File: src/rtl/comp_pkg.sv
// Shared definitions for the serial 2-bit-digit magnitude comparator:
// one-hot result encodings and the controller state type.
package comp_pkg;

  localparam logic [2:0] CMP_NONE = 3'b000;
  localparam logic [2:0] CMP_LT   = 3'b001;
  localparam logic [2:0] CMP_EQ   = 3'b010;
  localparam logic [2:0] CMP_GT   = 3'b100;

  typedef enum logic [1:0] {
    IDLE = 2'd0,
    RUN  = 2'd1,
    DONE = 2'd2
  } state_e;

endpackage

File: src/rtl/comp_slice.sv
// Combinational compare of one unsigned 2-bit digit pair, producing the
// one-hot comp_pkg result encoding.
module comp_slice
  import comp_pkg::*;
(
  input  logic [1:0] a_i,
  input  logic [1:0] b_i,
  output logic [2:0] res_o
);

  always_comb begin
    res_o = CMP_EQ;
    if (a_i < b_i) begin
      res_o = CMP_LT;
    end else if (a_i > b_i) begin
      res_o = CMP_GT;
    end
  end

endmodule

File: src/rtl/comp_serial.sv
// Serial unsigned comparator: walks the operands MSB-first, one 2-bit digit
// per cycle. Define COMP_SERIAL_EARLY_EXIT_EN to finish on the first unequal digit.
module comp_serial
  import comp_pkg::*;
#(
  parameter int WIDTH = 8
) (
  input  logic             clk_in,
  input  logic             rst_n_in,
  input  logic             start_in,
  input  logic [WIDTH-1:0] a_in,
  input  logic [WIDTH-1:0] b_in,
  output logic             busy_out,
  output logic             done_out,
  output logic [2:0]       out
);

  if (((WIDTH % 2) != 0) || (WIDTH < 2)) begin : g_bad_width
    $error("comp_serial: WIDTH must be even and >= 2");
  end

  localparam int DIGITS = WIDTH / 2;
  localparam int CW     = (DIGITS > 1) ? $clog2(DIGITS) : 1;
  localparam logic [CW-1:0] CNT_INIT = CW'(DIGITS - 1);

  state_e           state_q;
  logic [WIDTH-1:0] a_q, b_q;
  logic [CW-1:0]    cnt_q;
  logic [2:0]       out_q;
  logic             busy_q, done_q;

  logic [2:0]       digit_d;
  logic [2:0]       out_d;
  logic             last_d;
  logic             leave_d;

  comp_slice u_slice (
    .a_i   (a_q[WIDTH-1 -: 2]),
    .b_i   (b_q[WIDTH-1 -: 2]),
    .res_o (digit_d)
  );

  // A locked result is sticky; an equal digit only becomes a result on the last one.
  always_comb begin
    last_d = (cnt_q == '0);
    out_d  = out_q;
    if (out_q == CMP_NONE) begin
      if ((digit_d != CMP_EQ) || last_d) begin
        out_d = digit_d;
      end
    end
`ifdef COMP_SERIAL_EARLY_EXIT_EN
    leave_d = last_d || (digit_d != CMP_EQ);
`else
    leave_d = last_d;
`endif
  end

  always_ff @(posedge clk_in or negedge rst_n_in) begin
    if (!rst_n_in) begin
      state_q <= IDLE;
      a_q     <= '0;
      b_q     <= '0;
      cnt_q   <= '0;
      out_q   <= CMP_NONE;
      busy_q  <= 1'b0;
      done_q  <= 1'b0;
    end else begin
      case (state_q)
        IDLE: begin
          done_q <= 1'b0;
          if (start_in) begin
            a_q     <= a_in;
            b_q     <= b_in;
            cnt_q   <= CNT_INIT;
            out_q   <= CMP_NONE;
            busy_q  <= 1'b1;
            state_q <= RUN;
          end
        end
        RUN: begin
          a_q   <= a_q << 2;
          b_q   <= b_q << 2;
          out_q <= out_d;
          if (leave_d) begin
            cnt_q   <= '0;
            done_q  <= 1'b1;
            state_q <= DONE;
          end else begin
            cnt_q <= cnt_q - CW'(1);
          end
        end
        DONE: begin
          done_q  <= 1'b0;
          busy_q  <= 1'b0;
          state_q <= IDLE;
        end
        default: begin
          done_q  <= 1'b0;
          busy_q  <= 1'b0;
          state_q <= IDLE;
        end
      endcase
    end
  end

  assign busy_out = busy_q;
  assign done_out = done_q;
  assign out      = out_q;

endmodule

File: config.mk
export PLATFORM = sky130hd
export DESIGN_NAME = comp_serial
export DESIGN_NICKNAME = d
export VERILOG_FILES = /design/src/rtl/comp_pkg.sv /design/src/rtl/comp_slice.sv /design/src/rtl/comp_serial.sv
export SDC_FILE = /design/constraint.sdc
export NUM_CORES = 1
export LEC_CHECK = 0
export CORE_MARGIN = 2
export CORE_UTILIZATION = 53
export CTS_CLUSTER_SIZE = 12
export DETAILED_ROUTE_END_ITERATION = 16
export PLACE_DENSITY = 0.86
export SLEW_MARGIN = 20
export SYNTH_ARGS = -nofsm -noshare
export SYNTH_HDL_FRONTEND = slang
export SYNTH_HIERARCHICAL = 1
export SYNTH_SLANG_ARGS = --single-unit
File: constraint.sdc
create_clock -name clk_in -period 3.5 [get_ports clk_in]
set_input_delay 0.7 -clock clk_in [delete_from_list [all_inputs] [get_ports clk_in]]
set_output_delay 0.7 -clock clk_in [all_outputs]
set_load 0.01 [all_outputs]
==> impl_metrics.env <==
export IMPL_drive_gt1_share_pct=4.11
export IMPL_drc=0
export IMPL_grt_first_pass_wirelength_microns=4350
export IMPL_h_tree_depth=1
export IMPL_setup_viol=0
export IMPL_hp_class="input port to async pin"
export IMPL_nNetsFinal=168
export IMPL_async_flop_share_pct=100
export IMPL_worstSetupPathType="input port to flip-flop"
export IMPL_worstSetupStartpointType="input port"
export IMPL_ir_worst_vdd_v=0.000804
export IMPL_cts_root_buf="clkbuf_4"
export IMPL_synth_edf_count=0
export IMPL_synth_seq_cells=25
export IMPL_hold_viol=0
export IMPL_clockBufferDepth=2
export IMPL_grt_pass1_vias=979
export IMPL_antenna_found_initial=0
export IMPL_max_freq_ghz=0.484
export IMPL_via_count=987
export IMPL_relSlewSlack_pct=41.4
export IMPL_cp_depth=4
export IMPL_ant_nets=0
export IMPL_wl_microns=2610
export IMPL_crit_path_frequent_cell="and2b_1"
export IMPL_grt_overflow_total=0
export IMPL_viasPerCell=5.67
export IMPL_path_buf_inv=1
export IMPL_die_w_microns=51.8
export IMPL_first_pass_iters=4
export IMPL_ioPinCount=24
export IMPL_syn_area_sq_um=1210
export IMPL_finalCriticalPeriod_ns=2.07
export IMPL_r2r_slack_ns=1.58
export IMPL_routedWlPerCell_microns=15.0
export IMPL_cts_sinks=25
export IMPL_place_hpwl_microns=1830
export IMPL_grt_max_degree=26
export IMPL_end_kind="flip-flop"
export IMPL_power_density_nw_per_um2=793
export IMPL_synth_top_area_share_pct=51.7
export IMPL_cp_max_fo=14
export IMPL_synth_common_cells="dfrtp_1, o21ai_0, a21oi_1, a22oi_1, nor2b_1"
export IMPL_critPathArrivalTime_ns=2.28
export IMPL_cap_violations=0
export IMPL_die_h_microns=51.8
export IMPL_ys_warn_count=6
export IMPL_synth_area_top_cells="dfrtp_1, a22oi_1, nor2b_1, o21ai_0, a21oi_1"
export IMPL_synth_seq_area_share_pct=51.7
export IMPL_synth_cell_types=25
export IMPL_core_sq_um=2190
export IMPL_cts_tree="yes"
export IMPL_clkLatencyLatePin_ns=0.32
export IMPL_syn_to_final_growth_pct=20.4
export IMPL_cts_resized=0
export IMPL_synth_area_leader_cell="dfrtp_1"
export IMPL_numCtsBuffers=3
export IMPL_drt_iter0_drc=13
export IMPL_worst_ep_required_time_ns=3.71
export IMPL_synth_area_per_cell_sq_um=9.60
export IMPL_fin_crit_sh_pct=59.0
export IMPL_fillers=176
export IMPL_rows=17
export IMPL_r2r_end="b_q[7]"
export IMPL_cts_hold_buffers=0
export IMPL_ys_flop_type="dfrtp_1"
export IMPL_synthCells=126
export IMPL_outcome="complete, no violations"
export IMPL_crit_chain="clkdlybuf4s50_1 -> and2b_1 -> and2b_1 -> o22ai_1"
export IMPL_reg2reg_from="state_q[0]"
export IMPL_drv_slew=0
export IMPL_synth_fp_nets=147
export IMPL_worst_pin_slew_ns=0.877
export IMPL_worst_clock_skew_ns=0.00196
export IMPL_grt_total_usage_pct=22.1
export IMPL_setup_worst_path_start="start_in"
export IMPL_postCtsSetupBuffers=0
export IMPL_rsz0062_at_grt="false"
export IMPL_fin_tns_setup_ns=0
export IMPL_ff2ff_path_depth=3
export IMPL_hold_slack_ns=0.350
export IMPL_critPathTopFamily="buffers and inverters"
export IMPL_crit_end="out[1]"
export IMPL_synth_most_common_cell="dfrtp_1"
export IMPL_antennaDiodeCount=0
export IMPL_leakagePower_nw=0.617
export IMPL_start_util_pct=55.2
export IMPL_placement_io_buffers=23
export IMPL_slowest_stage="clkdlybuf4s50_1"
export IMPL_max_stage_delay_ns=0.78
export IMPL_clkSlewWorstSetupHoldPaths_ns=0.14
export IMPL_globalplace_congestion=0.791
export IMPL_die_area_sq_um=2680
[through the flow]
step	cells	power [mW]	utilization [%]	setup WS [ns]	cell area [sq um]
final	174	1.16	66.5	1.43	1460
after global routing	174	1.25	66.5	1.30	1460
after CTS	174	1.16	66.7	1.42	1460
after detailed placement	170	1.03	65.4	1.08	1430
after global placement	170	1.00	65.4	1.15	1430
after floorplan	126	0.874	-	2.15	1210
[logic make-up after synthesis]
group | Yosys count | share of synthesized area [%]
AOI/OAI and AO/OA | 50 | 24.6
adders and majority gates | 2 | 2.07
buffers and inverters | 12 | 4.96
DFF | 25 | 51.7
and+or+nand+nor | 37 | 16.6
[area by class of cell]
type,instances,area [sq um],area share (%)
tap,28,35.0,2.41
timing repair buffer,23,225,15.5
multi-input combinational,89,524,36.0
sequential,25,626,43.0
inverter,5,18.8,1.29
clock buffer,3,22.5,1.55
clock inverter,1,5.00,0.344
[state kept, by name (all words and copies together), names as in the netlist]
| name | cells |
|---|---|
| a_q | 8 |
| b_q | 8 |
| busy_out | 1 |
| cnt_q | 2 |
| done_out | 1 |
| out | 3 |
| state_q | 2 |
[per-layer routing]
| layer | global-route usage (%) | wire length [microns] | part of all wire, % |
|---|---|---|---|
| met5 | 0 | 0 | 0 |
| met4 | 9.65 | 42 | 1.6 |
| met3 | 4.60 | 128 | 4.9 |
| met2 | 37.2 | 1220 | 47 |
| met1 | 27.4 | 1230 | 47 |
[how the worst min path moves through the flow]
stage / from / end
after CTS: a_q[4] / a_q[4]
final: rst_n_in / b_q[6]
after floorplan: rst_n_in / a_q[0]
after detailed placement: a_q[4] / a_q[4]
after global routing: rst_n_in / b_q[6]
after global placement: done_out / done_out
[power breakdown]
part           total [mW]  leakage, nW  switching, mW  internal, mW
registers           0.543        0.320          0.136         0.407
logic               0.483        0.280          0.245         0.238
clock network       0.130       0.0177         0.0869        0.0428
[cell usage in the layout (no fill, tap or decap), types with 2 or more instances in the layout]
| cell | count |
|---|---|
| o21ai_0 | 15 |
| dfrtp_1 | 25 |
| nor2b_1 | 12 |
| and2_1 | 2 |
| and2b_1 | 3 |
| a21oi_1 | 13 |
| a31oi_1 | 2 |
| nand2_1 | 9 |
| a22oi_1 | 13 |
| clkdlybuf4s50_1 | 22 |
| ha_1 | 2 |
| o21ai_1 | 2 |
| inv_1 | 5 |
| clkbuf_4 | 3 |
| nor2_1 | 7 |
No activity file was read; power rests on OpenSTA's default activity.
